--- config.mk ---
export PLATFORM = sky130hd
export DESIGN_NAME = balanced_round_robin_arbiter
export DESIGN_NICKNAME = d
export VERILOG_FILES = /design/src/rtl/arbiter_pkg.sv /design/src/rtl/balanced_round_robin_arbiter_lsb_priority_encoder_onehot.sv /design/src/rtl/balanced_round_robin_arbiter.sv
export SDC_FILE = /design/constraint.sdc
export NUM_CORES = 1
export LEC_CHECK = 0
export BUFFER_PORTS_ARGS = -buffer_cell sky130_fd_sc_hd__buf_2
export CAP_MARGIN = 20
export CORE_AREA = 5 5 42 44
export DETAILED_ROUTE_END_ITERATION = 6
export DIE_AREA = 0 0 47 49
export HOLD_SLACK_MARGIN = 0.02
export PLACE_DENSITY = 0.36
export SYNTH_ARGS = -nofsm -noshare
export SYNTH_HDL_FRONTEND = slang
export SYNTH_SLANG_ARGS = --single-unit
--- constraint.sdc ---
create_clock -name clock -period 1.6 [get_ports clock]
set_input_delay 0.24 -clock clock [delete_from_list [all_inputs] [get_ports clock]]
set_output_delay 0.24 -clock clock [all_outputs]
set_load 0.01 [all_outputs]
--- src/rtl/arbiter_pkg.sv ---
// Shared helpers for the round-robin arbiter: pointer width and wrapping increment.
package arbiter_pkg;

  // Pointer width; a 1-bit floor keeps degenerate sizes legal.
  function automatic int ptr_width(input int size);
    int w;
    w = $clog2(size);
    return (w < 1) ? 1 : w;
  endfunction

  // Advance a pointer by one with an explicit wrap at size-1, so non-power-of-2 sizes stay in range.
  function automatic int ptr_increment(input int p, input int size);
    return (p == size - 1) ? 0 : p + 1;
  endfunction

endpackage

--- src/rtl/balanced_round_robin_arbiter_lsb_priority_encoder_onehot.sv ---
// One-hot encoder of the lowest set bit of a vector; all-zero in gives all-zero out.
module lsb_priority_encoder_onehot #(
  parameter int WIDTH = 4
) (
  input  logic [WIDTH-1:0] in,
  output logic [WIDTH-1:0] out
);

  // Two's-complement trick isolates the least significant set bit.
  assign out = in & (~in + {{(WIDTH-1){1'b0}}, 1'b1});

endmodule

--- src/rtl/balanced_round_robin_arbiter.sv ---
// Round-robin arbiter with a combinational one-hot grant and a registered priority pointer.
// Optional simulation checks: define BALANCED_ROUND_ROBIN_ARBITER_ASSERTIONS_EN.
module balanced_round_robin_arbiter
  import arbiter_pkg::*;
#(
  parameter int SIZE            = 4,
  parameter int ROTATE_ON_GRANT = 0
) (
  input  logic            clock,
  input  logic            resetn,
  input  logic [SIZE-1:0] requests,
  output logic [SIZE-1:0] grant
);

  localparam int PW = ptr_width(SIZE);

  logic [PW-1:0]   ptr, ptr_nxt, gidx;
  logic [SIZE-1:0] mask, masked, gnt_masked, gnt_raw;

  // High-side mask: requesters at or above the pointer get first pick.
  always_comb begin
    mask = '0;
    for (int i = 0; i < SIZE; i++) mask[i] = (i >= int'(ptr));
  end

  assign masked = requests & mask;

  lsb_priority_encoder_onehot #(.WIDTH(SIZE)) u_enc_masked (.in(masked),   .out(gnt_masked));
  lsb_priority_encoder_onehot #(.WIDTH(SIZE)) u_enc_raw    (.in(requests), .out(gnt_raw));

  // Fall back to the unmasked search when nobody sits at or above the pointer (wrap-around).
  assign grant = (|masked) ? gnt_masked : gnt_raw;

  // Binary index of the granted requester, used for grant-following rotation.
  always_comb begin
    gidx = '0;
    for (int i = 0; i < SIZE; i++) if (grant[i]) gidx = PW'(i);
  end

  // Next pointer: free-running rotation, or one past the winner when a grant happens.
  always_comb begin
    ptr_nxt = ptr;
    if (ROTATE_ON_GRANT == 0) ptr_nxt = PW'(ptr_increment(int'(ptr), SIZE));
    else if (|grant)          ptr_nxt = PW'(ptr_increment(int'(gidx), SIZE));
  end

  // Pointer register with synchronous active-low reset.
  always_ff @(posedge clock) begin
    if (!resetn) ptr <= '0;
    else         ptr <= ptr_nxt;
  end

`ifdef BALANCED_ROUND_ROBIN_ARBITER_ASSERTIONS_EN
  // Grant invariants checked on every active edge outside reset.
  always_ff @(posedge clock) begin
    if (resetn) begin
      assert ($countones(grant) <= 1)
        else $error("%0t arbiter: grant not at most one-hot grant=%b requests=%b", $time, grant, requests);
      assert ((grant & ~requests) == '0)
        else $error("%0t arbiter: grant without request grant=%b requests=%b", $time, grant, requests);
      assert (!(|requests) || ($countones(grant) == 1))
        else $error("%0t arbiter: request left ungranted grant=%b requests=%b", $time, grant, requests);
      assert (int'(ptr) < SIZE)
        else $error("%0t arbiter: pointer out of range ptr=%0d grant=%b requests=%b", $time, ptr, grant, requests);
    end
  end
`else
  // No checking logic in the default build.
`endif

endmodule

==> key figures <==
Synthesis
  • Post-Synth XOR/XNOR Area: 0%
  • Post-synth ARST share: 0%
  • Syn Std Cell Area: 215 µm²
  • Post-synthesis mux area share: 0%
  • Count of different cell masters after synthesis: 16
  • Most instantiated cells after synthesis: ha_1, dfxtp_1, inv_1, o21a_1, o21ai_0
  • Syn Inst Count: 23
  • Adder-Cell Fraction of Synth Area: 23.3%
  • Post-synthesis simple-gate area fraction: 31.4%
  • Mean area per synthesized cell: 9.36 µm²
  • Compound-Gate Fraction of Synth Area: 23.3%
  • Most instantiated library cell after synthesis: ha_1
  • Post-synth EDFFs: 0
  • Share of the synthesized area in the top cell type: 23.3%
  • Sequential area share after synthesis: 18.6%
  • Synth Flop Type: dfxtp_1
  • Syn Nets: 33
  • Yosys top cell by area: ha_1
  • Top cells by area, synth: ha_1, dfxtp_1, o21a_1
  • Largest family of logic cells by synthesized area: simple AND/OR/NAND/NOR gates
  • Yosys reg bits: 2
  • Synthesis Warnings: 0

Power
  • Power consumption: 0.279 mW
  • Leakage power: 0.161 nW
  • Maximum VDD drop: 0.000329 V
  • PwrDens: 844 mW/mm²

Critical path
  • CP bufs+invs: 2
  • Startpoint Class: flop
  • CP top delay family: flip-flops
  • Reg2Reg Launch Point: ptr[0]
  • Worst-path fanout max: 3
  • CP Cell Sequence: inv_2 -> ha_2 -> nand2b_4 -> a21boi_1 -> o21a_1 -> buf_2
  • CP Capture Type: output pin
  • Worst EP required: 1.36 ns
  • Cell count of the worst reg-to-reg path: 3
  • WP data arrival: 1.32 ns
  • Setup Crit Path Kind: flop to output pin
  • CP max stage delay: 0.34 ns
  • Flop2flop setup slack: 0.67 ns
  • Slowest CP cell: dfxtp_2
  • Worst r2r dst: ptr[1]

Global routing
  • First-pass GRT wire length: 821 µm
  • Vias in the first global route: 217
  • Initial antenna violation count: 0
  • GR Util All Layers: 5.13%
  • Congestion Overflow GR: 0
  • Largest net degree at the start of global routing: 6

Die
  • Core box area: 0.00140 mm²
  • Number of I/O pins: 10
  • Num rows: 14
  • Die Wd: 47 µm
  • Die Ht: 49 µm
  • Starting Density: 15.4%
  • Full die area: 0.00230 mm²

Finish
  • Biggest register: ptr
  • Biggest regs: ptr: 2 flops
  • Layout Nets: 49
  • Max reg flops: 2
  • Share of cells above drive strength 1: 62.2%
  • Fin util: 23.6%
  • Ant diodes: 0
  • P&R area growth vs syn: 53.5%
  • Layout fillers: 162

Detailed routing
  • Antenna-violating nets left: 0
  • WL final: 506 µm
  • Initial DRC count: 0
  • Vias: 222
  • DRC: 0
  • Drt first pass iters: 1
  • Via-to-Cell Ratio: 4.19
  • WL/cell: 9.55 µm

Timing
  • Fin Clk Skew: 0.00298 ns
  • Final cycle utilization of the critical path: 97.4%
  • Number of setup violations in the final report: 0
  • Worst slew pin tran: 0.149 ns
  • Slew Viols, Final: 0
  • Fin. Hold Viols: 0
  • Post-Route Setup TNS: 0 ns
  • Max Clk Rate: 642 MHz
  • Slew HR: 90.0%
  • Minimum clock period: 1.56 ns
  • RSZ-0062 raised after global routing: yes

Clock tree
  • # hold bufs at CTS: 0
  • Bufs on Longest Clock Path: 2
  • Clk slew on worst S/H paths: 0.03 ns
  • H-tree depth: 1
  • Clk root buf: clkbuf_4
  • CTS tree: yes
  • CTS Buf Count: 3
  • CTS sink cnt: 2
  • Clk_lat worst skew: 0.22 ns

Hold path
  • Type of the most critical hold path: input pin to flop
  • WHS Path Cells: 2
  • Hold path start: resetn
  • Hold Path Sink: ptr[0]

Placement
  • Port Buffers: 9
  • Post-DP HPWL: 393 µm
  • Placer congestion estimate: 0.774

Flow run
  • Max-cap violations: 0

Run status
  • Status: complete, no violations
logic make-up (layout without fill, tap and decap cells):
kind of cell / Yosys count / count (layout)
simple gates: 8 / 8
compound gates: 7 / 7
fa+ha+maj: 4 / 4
buf+inv: 2 / 16
flops: 2 / 2
per-stage QoR:
| step | instances | setup slack [ns] | hold WS, ns | area, µm² |
|---|---|---|---|---|
| after CTS | 53 | 0.000755 | 0.272 | 323 |
| after detailed placement | 49 | 0.154 | 0.508 | 288 |
| after global routing | 53 | -0.0370 | 0.283 | 330 |
| final | 53 | 0.0417 | 0.280 | 330 |
| after global placement | 49 | 0.182 | 0.497 | 288 |
| after floorplan | 23 | 0.223 | 0.404 | 215 |
layout by cell type, fill, tap and decap left out:
cell type / n
buf_2: 9
ha_2: 3
clkbuf_4: 3
o21a_1: 2
buf_4: 2
inv_1: 1
inv_2: 1
nand2b_4: 1
a21boi_1: 1
nor2b_4: 1
nor3_1: 1
o21ai_1: 1
nand2_1: 1
o21ai_0: 1
and4_1: 1
a211oi_2: 1
a21oi_1: 1
and3_1: 1
nor3b_1: 1
and3b_1: 1
ha_1: 1
dfxtp_4: 1
dfxtp_2: 1
routing by layer:
| layer | GRT usage (%) | share of wire [%] | up-vias |
|---|---|---|---|
| li1 | - | - | 112 |
| met1 | 5.03 | 44 | 100 |
| met2 | 7.24 | 44 | 10 |
| met3 | 2.21 | 12 | 0 |
| met4 | 5.53 | 0 | 0 |
| met5 | 0 | 0 | - |
cell type report:
cell class	instances	area (µm²)	area share [%]
clock buffers	3	22.5	6.82
repair buffers	11	60.1	18.2
well taps	16	20.0	6.06
multi-input cells	19	175	53.0
flip-flops and latches	2	45.0	13.6
inverters	2	7.51	2.27
worst reg2reg max path: stages (launching register included):
cell	delay (ns)
dfxtp_4	0.35
inv_1	0.06
ha_2	0.26
and3b_1	0.16
where the power goes:
part / internal (mW) / switching [mW] / total, mW
Combinational: 0.0551 / 0.0461 / 0.101
Clock: 0.0828 / 0.0286 / 0.111
Sequential: 0.0583 / 0.00779 / 0.0661
Total: 0.196 / 0.0825 / 0.279
worst max-delay path by stage:
stage / start / to / slack, ns / cells after the start
finish: ptr[1] / grant[1] / 0.04 / 6
global route: ptr[1] / grant[1] / -0.04 / 6
CTS: ptr[0] / grant[0] / 0.0008 / 5
detailed placement: ptr[1] / grant[1] / 0.15 / 6
global placement: ptr[1] / grant[0] / 0.18 / 6
floorplan: ptr[1] / grant[0] / 0.22 / 5
what timing repair did:
action | in CTS | in global routing
pin swaps | 3 | 1
endpoints found under the setup margin | 3 | 4
setup buffers | 1 | 0
hold endpoints to repair | 0 | 0
resized for setup | 5 | 4
Power figures use the tool's default switching activity.
